[src/rtl/lcd_hd44780_ctrl.sv]
// Purpose: HD44780 16x2 panel driver (8-bit, write-only) with autonomous power-on init; optional LCD_AUTO_WRAP_EN line wrap.
// Latency: a request is accepted on the edge where rdy_o && enb_i; RS/DATA are driven the next cycle and E rises T_SETUP cycles later.
// Backpressure: rdy_o stays low while busy; a request is not re-armed until DONE sees enb_i low.
module lcd_hd44780_ctrl #(
    parameter int T_POWERUP = 1500000,
    parameter int T_SETUP   = 4,
    parameter int T_PULSE   = 25,
    parameter int T_HOLD    = 2,
    parameter int T_EXEC    = 4000,
    parameter int T_LONG    = 164000,
    parameter int T_INIT1   = 410000,
    parameter int T_INIT2   = 10000
) (
    input  logic       clk_i,
    input  logic       rst_ni,
    input  logic       rst_i,
    input  logic [7:0] data_i,
    input  logic [1:0] ops_i,
    input  logic       enb_i,
    output logic       rdy_o,
    output logic       lcd_rs_o,
    output logic       lcd_e_o,
    output logic [7:0] lcd_data_o
);

    typedef enum logic [2:0] {
        S_POWERUP, S_INIT, S_IDLE, S_SETUP, S_PULSE, S_HOLD, S_WAIT, S_DONE
    } state_t;

    // The counter runs up from 0 and a state ends when it reaches duration-1.
    localparam logic [20:0] C_POWERUP = 21'(T_POWERUP - 1);
    localparam logic [20:0] C_SETUP   = 21'(T_SETUP - 1);
    localparam logic [20:0] C_PULSE   = 21'(T_PULSE - 1);
    localparam logic [20:0] C_HOLD    = 21'(T_HOLD - 1);
    localparam logic [20:0] C_EXEC    = 21'(T_EXEC - 1);
    localparam logic [20:0] C_LONG    = 21'(T_LONG - 1);
    localparam logic [20:0] C_INIT1   = 21'(T_INIT1 - 1);
    localparam logic [20:0] C_INIT2   = 21'(T_INIT2 - 1);

    state_t      state_q;
    logic [20:0] cnt_q;
    logic [20:0] wait_q;      // WAIT length for the write in flight
    logic [2:0]  idx_q;       // next init table entry
    logic        init_q;      // write in flight belongs to the init sequence
    logic        rdy_q;
    logic        e_q;
    logic        rs_q;
    logic [7:0]  dat_q;

    logic [7:0]  init_dat;
    logic [20:0] init_wait;
    logic        usr_rs;
    logic [7:0]  usr_dat;
    logic [20:0] usr_wait;

    // Power-on init table: byte to write and the wait that follows it.
    always_comb begin
        init_dat  = 8'h06;
        init_wait = C_EXEC;
        case (idx_q)
            3'd0:    begin init_dat = 8'h30; init_wait = C_INIT1; end
            3'd1:    begin init_dat = 8'h30; init_wait = C_INIT2; end
            3'd2:    begin init_dat = 8'h30; init_wait = C_EXEC;  end
            3'd3:    begin init_dat = 8'h38; init_wait = C_EXEC;  end
            3'd4:    begin init_dat = 8'h0C; init_wait = C_EXEC;  end
            3'd5:    begin init_dat = 8'h01; init_wait = C_LONG;  end
            default: begin init_dat = 8'h06; init_wait = C_EXEC;  end
        endcase
    end

    // Translate a user request into the panel byte; clear/home ignore data_i.
    always_comb begin
        usr_dat = data_i;
        case (ops_i)
            2'b10:   usr_dat = 8'h01;
            2'b11:   usr_dat = 8'h02;
            default: usr_dat = data_i;
        endcase
    end

    assign usr_rs   = (ops_i == 2'b01);
    assign usr_wait = ops_i[1] ? C_LONG : C_EXEC;

`ifdef LCD_AUTO_WRAP_EN
    logic [6:0] cur_q;        // DDRAM address the panel cursor points at
    logic       pend_q;       // character still owed after an inserted line jump
    logic [7:0] pend_dat_q;
    logic [6:0] cur_nxt;
    logic       wrap_hit;
    logic [7:0] wrap_cmd;

    assign wrap_hit = (ops_i == 2'b01) && ((cur_q == 7'h10) || (cur_q == 7'h50));
    assign wrap_cmd = (cur_q == 7'h10) ? 8'hC0 : 8'h80;

    // Cursor position after the accepted request (line jump already folded in).
    always_comb begin
        cur_nxt = cur_q;
        case (ops_i)
            2'b00: if (data_i[7]) cur_nxt = data_i[6:0];
            2'b01: begin
                if (cur_q == 7'h10)      cur_nxt = 7'h41;
                else if (cur_q == 7'h50) cur_nxt = 7'h01;
                else                     cur_nxt = cur_q + 7'd1;
            end
            default: cur_nxt = 7'h00;
        endcase
    end
`endif

    // Main controller: init sequencing, request accept and the shared write engine.
    always_ff @(posedge clk_i or negedge rst_ni) begin
        if (!rst_ni) begin
            state_q <= S_POWERUP;
            cnt_q   <= '0;
            wait_q  <= '0;
            idx_q   <= '0;
            init_q  <= 1'b0;
            rdy_q   <= 1'b0;
            e_q     <= 1'b0;
            rs_q    <= 1'b0;
            dat_q   <= '0;
`ifdef LCD_AUTO_WRAP_EN
            cur_q      <= '0;
            pend_q     <= 1'b0;
            pend_dat_q <= '0;
`endif
        end else if (rst_i) begin
            state_q <= S_POWERUP;
            cnt_q   <= '0;
            wait_q  <= '0;
            idx_q   <= '0;
            init_q  <= 1'b0;
            rdy_q   <= 1'b0;
            e_q     <= 1'b0;
            rs_q    <= 1'b0;
            dat_q   <= '0;
`ifdef LCD_AUTO_WRAP_EN
            cur_q      <= '0;
            pend_q     <= 1'b0;
            pend_dat_q <= '0;
`endif
        end else begin
            case (state_q)
                S_POWERUP: begin
                    if (cnt_q == C_POWERUP) begin
                        state_q <= S_INIT;
                        cnt_q   <= '0;
                        idx_q   <= '0;
                    end else begin
                        cnt_q <= cnt_q + 21'd1;
                    end
                end
                S_INIT: begin
                    if (idx_q == 3'd7) begin
                        state_q <= S_IDLE;
                        rdy_q   <= 1'b1;
                        init_q  <= 1'b0;
`ifdef LCD_AUTO_WRAP_EN
                        cur_q   <= '0;
`endif
                    end else begin
                        state_q <= S_SETUP;
                        cnt_q   <= '0;
                        rs_q    <= 1'b0;
                        dat_q   <= init_dat;
                        wait_q  <= init_wait;
                        idx_q   <= idx_q + 3'd1;
                        init_q  <= 1'b1;
                    end
                end
                S_IDLE: begin
                    if (enb_i) begin
                        state_q <= S_SETUP;
                        cnt_q   <= '0;
                        rdy_q   <= 1'b0;
                        init_q  <= 1'b0;
`ifdef LCD_AUTO_WRAP_EN
                        cur_q   <= cur_nxt;
                        if (wrap_hit) begin
                            rs_q       <= 1'b0;
                            dat_q      <= wrap_cmd;
                            wait_q     <= C_EXEC;
                            pend_q     <= 1'b1;
                            pend_dat_q <= data_i;
                        end else begin
                            rs_q   <= usr_rs;
                            dat_q  <= usr_dat;
                            wait_q <= usr_wait;
                        end
`else
                        rs_q    <= usr_rs;
                        dat_q   <= usr_dat;
                        wait_q  <= usr_wait;
`endif
                    end
                end
                S_SETUP: begin
                    if (cnt_q == C_SETUP) begin
                        state_q <= S_PULSE;
                        cnt_q   <= '0;
                        e_q     <= 1'b1;
                    end else begin
                        cnt_q <= cnt_q + 21'd1;
                    end
                end
                S_PULSE: begin
                    if (cnt_q == C_PULSE) begin
                        state_q <= S_HOLD;
                        cnt_q   <= '0;
                        e_q     <= 1'b0;
                    end else begin
                        cnt_q <= cnt_q + 21'd1;
                    end
                end
                S_HOLD: begin
                    if (cnt_q == C_HOLD) begin
                        state_q <= S_WAIT;
                        cnt_q   <= '0;
                    end else begin
                        cnt_q <= cnt_q + 21'd1;
                    end
                end
                S_WAIT: begin
                    if (cnt_q == wait_q) begin
                        cnt_q <= '0;
                        if (init_q) begin
                            state_q <= S_INIT;
`ifdef LCD_AUTO_WRAP_EN
                        end else if (pend_q) begin
                            // Line jump done; now write the character that triggered it.
                            state_q <= S_SETUP;
                            rs_q    <= 1'b1;
                            dat_q   <= pend_dat_q;
                            wait_q  <= C_EXEC;
                            pend_q  <= 1'b0;
`endif
                        end else begin
                            state_q <= S_DONE;
                        end
                    end else begin
                        cnt_q <= cnt_q + 21'd1;
                    end
                end
                S_DONE: begin
                    // A held strobe must not launch a second write.
                    if (!enb_i) begin
                        state_q <= S_IDLE;
                        rdy_q   <= 1'b1;
                    end
                end
                default: begin
                    state_q <= S_POWERUP;
                    cnt_q   <= '0;
                end
            endcase
        end
    end

    assign rdy_o      = rdy_q;
    assign lcd_e_o    = e_q;
    assign lcd_rs_o   = rs_q;
    assign lcd_data_o = dat_q;

endmodule

[config.mk]
export PLATFORM = sky130hd
export DESIGN_NAME = lcd_hd44780_ctrl
export DESIGN_NICKNAME = d
export VERILOG_FILES = /design/src/rtl/lcd_hd44780_ctrl.sv
export SDC_FILE = /design/constraint.sdc
export NUM_CORES = 1
export LEC_CHECK = 0
export ABC_AREA = 1
export CAP_MARGIN = 20
export CELL_PAD_IN_SITES_DETAIL_PLACEMENT = 1
export CELL_PAD_IN_SITES_GLOBAL_PLACEMENT = 1
export CORE_UTILIZATION = 43
export DETAILED_ROUTE_END_ITERATION = 12
export GPL_TIMING_DRIVEN = 0
export PLACE_DENSITY_LB_ADDON = 0.1
export SLEW_MARGIN = 20
export SYNTH_ARGS = -nofsm -noshare
export SYNTH_HDL_FRONTEND = slang
export SYNTH_SLANG_ARGS = --single-unit
[constraint.sdc]
create_clock -name clk_i -period 2.5 [get_ports clk_i]
set_clock_uncertainty 0.2 [all_clocks]
set_input_delay 0.5 -clock clk_i [delete_from_list [all_inputs] [get_ports clk_i]]
set_output_delay 0.5 -clock clk_i [all_outputs]
set_load 0.01 [all_outputs]
==> results of run 1 <==
## where the power goes
part           switching [mW]  internal, mW
Combinational           0.935         0.538
Clock                   0.297         0.326
Sequential              0.152         0.950
Total                    1.38          1.81
## per-stage QoR
| stage | setup TNS, ns | hold slack, ns |
|---|---|---|
| floorplan | 0 | 0.004409 |
| global placement | -39.68 | 0.2725 |
| detailed placement | 0 | 0.2797 |
| CTS | 0 | 0.03068 |
| global route | 0 | 0.06801 |
| finish | 0 | 0.008664 |
## kinds of logic (layout without fill, tap and decap cells)
group	Yosys count	after routing	share of synthesized area
AO/OA/AOI/OAI	51	51	0.08199
AND/OR/NAND/NOR	293	293	0.3858
flip-flops	49	49	0.3434
XOR/XNOR	19	19	0.04660
adder cells (fa/ha/maj)	9	9	0.03154
buffers and inverters	89	120	0.1107
## layout make-up
cell class	instances	area share
Inverter	66	0.06179
Clock inverter	2	0.009268
Clock buffer	6	0.02039
Multi-Input combinational cell	372	0.4819
Buffer	23	0.03584
Timing Repair Buffer	23	0.05622
Tap cell	102	0.03151
Sequential cell	49	0.3031
## flip-flops by register name (all words and copies together) (netlist names)
name        cells
idx_q           3
init_q          1
lcd_data_o      8
lcd_rs_o        1
rdy_o           1
lcd_e_o         1
cnt_q          21
state_q         3
wait_q         10
## how the worst max path moves through the flow
stage,startpoint,end,slack [ns],depth (start not counted)
detailed placement,cnt_q[0],state_q[0],0.19,10
finish,cnt_q[1],state_q[0],0.30,10
floorplan,cnt_q[0],cnt_q[16],0.65,8
CTS,cnt_q[0],state_q[0],0.18,10
global placement,rst_ni,state_q[0],-0.81,1
global route,cnt_q[1],state_q[1],0.05,10
## worst max-delay path: stages, from the launching register on
cell,delay (ns)
dfrtp_1,0.45
ha_2,0.28
nand2_1,0.10
nor2_1,0.13
nand3_1,0.14
o21ai_1,0.22
nand2_1,0.11
nor2_2,0.18
nand3_1,0.14
nand2_1,0.09
nand2_1,0.05
## metal layers
metal  GRT usage  share of wire  up-vias  routed length [um]
met5           0              0        -                   0
met4     0.07436          0.016        0                 153
met3     0.03252          0.023       16                 226
met2      0.4387           0.50       41                4860
met1      0.3044           0.46     1645                4438
li1            -              -     1668                   -
## layout by cell type, fill, tap and decap left out, types with 2 or more instances in the layout
cell type and instances:
nand2_2 5, clkbuf_8 6, clkbuf_1 4, clkbuf_2 2
nor3_1 6, clkdlybuf4s50_1 22, inv_1 61, nand3_1 40
nand2_1 153, dfrtp_1 48, o21ai_1 6, inv_2 4
xor2_1 18, a21oi_1 9, nor2_2 6, buf_2 9
ha_1 8, nor2_1 49, nor2_4 3, buf_6 4
o21ai_0 23, o22ai_1 4, nand2_4 2, nand4_1 10
nand3_2 14, buf_4 5, o31ai_1 2
==> impl_metrics.tcl, run 1 <==
set metrics [dict create \
    die_y_um 93.13 \
    cp.arrival_ns 2.21 \
    rsz0062_at_grt "no" \
    utilization 0.5135 \
    stdcell_count 643 \
    irDropWorstVdd_mv 0.5152 \
    timing.fmax_mhz 455.5 \
    grt_first_pass_wirelength_um 16790 \
    fin_total_pwr_mw 3.197 \
    r2r-end "state_q[0]" \
    post_cts_buffers 0 \
    cts_sinks 49 \
    worstSetupPathType "register to register" \
    yosysTopAreaCellShare 0.3434 \
    first_global_vias 3558 \
    r2r-start "cnt_q[1]" \
    crit_fanout 5 \
    drive_gt1_frac 0.1294 \
    cts_root_buf "clkbuf_8" \
    ant_nets 0 \
    async_flop_share 1.000 \
    start_util 0.4527 \
    multi_input_area_sq_mm 0.001952 \
    place_inst 635 \
    holdBufCountCts 0 \
    via_per_inst 5.241 \
    hpwl_um 7514 \
    r2r_slack_ns 0.30 \
    drt-wirelength-per-cell_um 15.05 \
    synth_top_area_cell "dfrtp_1" \
    critPathRequiredTime_ns 2.52 \
    seq_area_sq_mm 0.001227 \
    synth.ff_latch_count 49 \
    fin_area_sq_mm 0.004050 \
    crit_path_end_kind "register" \
    synth.avg_cell_area_sq_um 7.002 \
    hold_violations 0 \
    netlist_instances 510 \
    fillCellCount 1028 \
    core.rowCount 32 \
    clkTransAtPathRegs_ns 0.10 \
    tightestPinTransition_ns 0.6519 \
    holdCritPathClass "input port to async pin" \
    diodes 0 \
    cts_made_buffers 5 \
    nets 563 \
    synth.most_common_cell "nand2_1" \
    dieWidth_um 93.13 \
    grt_max_degree 50 \
    dpl_cell_area_sq_mm 0.003926 \
    io_buffers 23 \
    num_io_pins 25 \
    antenna_found_initial 0 \
    cts_buffer_depth 2 \
    yosysUniqueCellTypes 39 \
    drtIter0Drc 79 \
    ys.flop_type "dfrtp_1" \
    post-route-drc-count 0 \
    period_share 0.8781 \
    vias 3370 \
    finalWorstSetupSlack_ns 0.3048 \
    p_per_area_mw_per_mm2 789.4 \
    place_ws_ns 0.1874 \
    synth_edf_count 0 \
    track_usage 0.2450 \
    critPathLaunchType "register" \
    grt_overflow_total 0 \
    slew_headroom 0.5654 \
    min_period_ns 2.195 \
    synth_common_cells "nand2_1 (153), inv_1 (61), dfrtp_1 (49), nor2_1 (49), nand3_1 (40)" \
    status "complete, no violations" \
    r2r_cells 10 \
    core_area_sq_mm 0.007888 \
    cts-resized-gates 0 \
    slew_viol_final 0 \
    insertion_delay_ns 0.32 \
    die_area_sq_mm 0.008673 \
    tritoncts "built" \
    p_leak_nw 2.061 \
    synth_nets 533 \
    drt-pass1-iter-count 4 \
    setup_violations 0 \
    area_growth_pct 13.42 \
    max_cap_violations 0 \
    htreeDepth 2 \
    netlist_area_sq_mm 0.003571 \
    finalWeightedCongestion 0.8389 \
    ys_warn_count 0 \
    ys_seq_area_frac 0.3434 \
    drt_wl_total_um 9678 \
    yosys-top-cells-area "dfrtp_1 (34%), nand2_1 (16%), inv_1 (6.4%)" \
]
(Power assumes the default switching activity.)
==> run 2: changes to the inputs <==
--- a/config.mk
+++ b/config.mk
@@ -12,7 +12,7 @@
 export CORE_UTILIZATION = 43
 export DETAILED_ROUTE_END_ITERATION = 12
 export GPL_TIMING_DRIVEN = 0
-export PLACE_DENSITY_LB_ADDON = 0.1
+export PLACE_DENSITY = 0.81
 export SLEW_MARGIN = 20
 export SYNTH_ARGS = -nofsm -noshare
 export SYNTH_HDL_FRONTEND = slang
==> run 2 against run 1 <==
  * Flip-flop and latch count unchanged
  * Setup slack got worse by 0.041 ns
  * Highest routed layer unchanged
  * Register-to-register slack got worse by 0.04 ns
  * Global-route usage increased by 0.44 points
  * Critical path type unchanged
  * Cell area decreased by 0.25%
  * Fmax decreased by 1.8%
  * Sequential share of layout area about the same
  * Clock-buffer cell count unchanged
  * Largest power group unchanged
==> impl_metrics.tcl, run 2 (synthesis results as in run 1) <==
set metrics [dict create \
    cpMostUsedCell "nand2_1" \
    diodes 0 \
    clkTransAtPathRegs_ns 0.10 \
    cts_buffer_depth 2 \
    track_usage 0.2494 \
    p_leak_nw 2.061 \
    die_area_sq_mm 0.008673 \
    num_io_pins 25 \
    drt-wirelength-per-cell_um 15.10 \
    cts_root_buf "clkbuf_8" \
    ant_nets 0 \
    holdCritPathClass "input port to async pin" \
    vias 3313 \
    grt_first_pass_wirelength_um 16950 \
    tightestPinTransition_ns 0.6620 \
    core.rowCount 32 \
    status "complete, no violations" \
    first_global_vias 3568 \
    max_cap_violations 0 \
    finalWorstSetupSlack_ns 0.2640 \
    layout_common_cells "nand2_1 (153), inv_1 (61), nor2_1 (49), dfrtp_1 (49), nand3_1 (40)" \
    routed.top_layer "met4" \
    drive_gt1_frac 0.1257 \
    timing.fmax_mhz 447.2 \
    grt_max_degree 50 \
    worstSetupPathType "register to register" \
    cp_slowest_stage_delay_ns 0.47 \
    die_y_um 93.13 \
    io_buffers 23 \
    cts_sinks 49 \
    grt_overflow_total 0 \
    hpwl_um 7500 \
    regMostFlops "cnt_q" \
    crit_path_end_kind "register" \
    holdBufCountCts 0 \
    start_util 0.4527 \
    wl_met1_um 4438 \
    rsz0062_at_grt "no" \
    finalWeightedCongestion 0.8571 \
    cts_made_buffers 5 \
    htreeDepth 2 \
    final_common_cell "nand2_1" \
    critPathLaunchType "register" \
    hold_ws_ns 0.008961 \
    wl_met3_um 213 \
    core_area_sq_mm 0.007888 \
    setup_violations 0 \
    slew_headroom 0.5587 \
    drt-pass1-iter-count 4 \
    wl_met2_um 4920 \
    critPathRequiredTime_ns 2.55 \
    crit_path_cell_trace "ha_2 -> nand2_1 -> nor2_2 -> nand2_1 -> nor3b_1 -> xor2_1 -> nand3_2 -> nand2_1" \
    dieWidth_um 93.13 \
    via_per_inst 5.152 \
    cts-resized-gates 0 \
    area_growth_pct 13.14 \
    slowest_stage "dfrtp_1" \
    post-route-drc-count 0 \
    fin_total_pwr_mw 3.153 \
    tritoncts "built" \
    period_share 0.8944 \
    antenna_found_initial 0 \
    hold_violations 0 \
    crit_fanout 7 \
    drt_wl_total_um 9710 \
    cp.arrival_ns 2.29 \
    place_ws_ns 0.2198 \
    post_cts_buffers 0 \
    nets 563 \
    drtIter0Drc 131 \
    slew_viol_final 0 \
    p_per_area_mw_per_mm2 780.3 \
    irDropWorstVdd_mv 0.4425 \
    min_period_ns 2.236 \
    largest_reg_flops 21 \
    insertion_delay_ns 0.31 \
]
-- run 2: cell type report --
cell class | count | area (sq um)
clock inverter | 2 | 38.79
sequential | 49 | 1226
clock buffer | 6 | 72.57
inverter | 66 | 250.2
fill | 1031 | 3847
multi-input combinational | 372 | 1952
buffer | 23 | 145.1
timing repair buffer | 23 | 227.7
tap | 102 | 127.6
-- run 2: critical path: cells and delay by family, from the launching register on --
kind / cells / cell delay (ns)
XOR/XNOR: 1 / 0.21
flip-flops: 1 / 0.47
adder cells (fa/ha/maj): 1 / 0.29
AND/OR/NAND/NOR: 6 / 1.00
-- run 2: worst paths after layout --
path                       startpoint   endpoint  slack, ns  cells after the start
max                          cnt_q[0]  cnt_q[16]       0.26                      8
min                            rst_ni  cnt_q[11]      0.009                      1
max reg2reg                  cnt_q[0]  cnt_q[16]       0.26                      8
min reg2reg                    init_q     init_q       0.30                      2
max in group asynchronous      rst_ni   cnt_q[0]       1.64                      1
min in group clk_i              rst_i      rdy_o       0.29                      2
-- run 2: per-stage QoR --
stage | std cells | util | TNS (ns) | area, sq um
final | 643 | 0.5122 | 0 | 4040
after global routing | 643 | 0.5122 | 0 | 4040
after CTS | 643 | 0.5119 | 0 | 4038
after detailed placement | 635 | 0.4978 | 0 | 3926
after global placement | 635 | 0.4981 | -41.70 | 3929
after floorplan | 510 | - | 0 | 3571
-- run 2: layer usage --
| layer | vias to the layer above | GRT usage |
|---|---|---|
| met2 | 38 | 0.4534 |
| met3 | 11 | 0.03577 |
| met5 | - | 0 |
| met1 | 1597 | 0.3073 |
| met4 | 0 | 0.06410 |
| li1 | 1667 | - |
-- run 2: where the power goes --
| group | internal, mW | total, mW | leakage [nW] | switching (mW) |
|---|---|---|---|---|
| sequential | 0.949 | 1.10 | 0.662 | 0.152 |
| combinational | 0.538 | 1.46 | 1.34 | 0.927 |
| clock | 0.301 | 0.588 | 0.0554 | 0.287 |
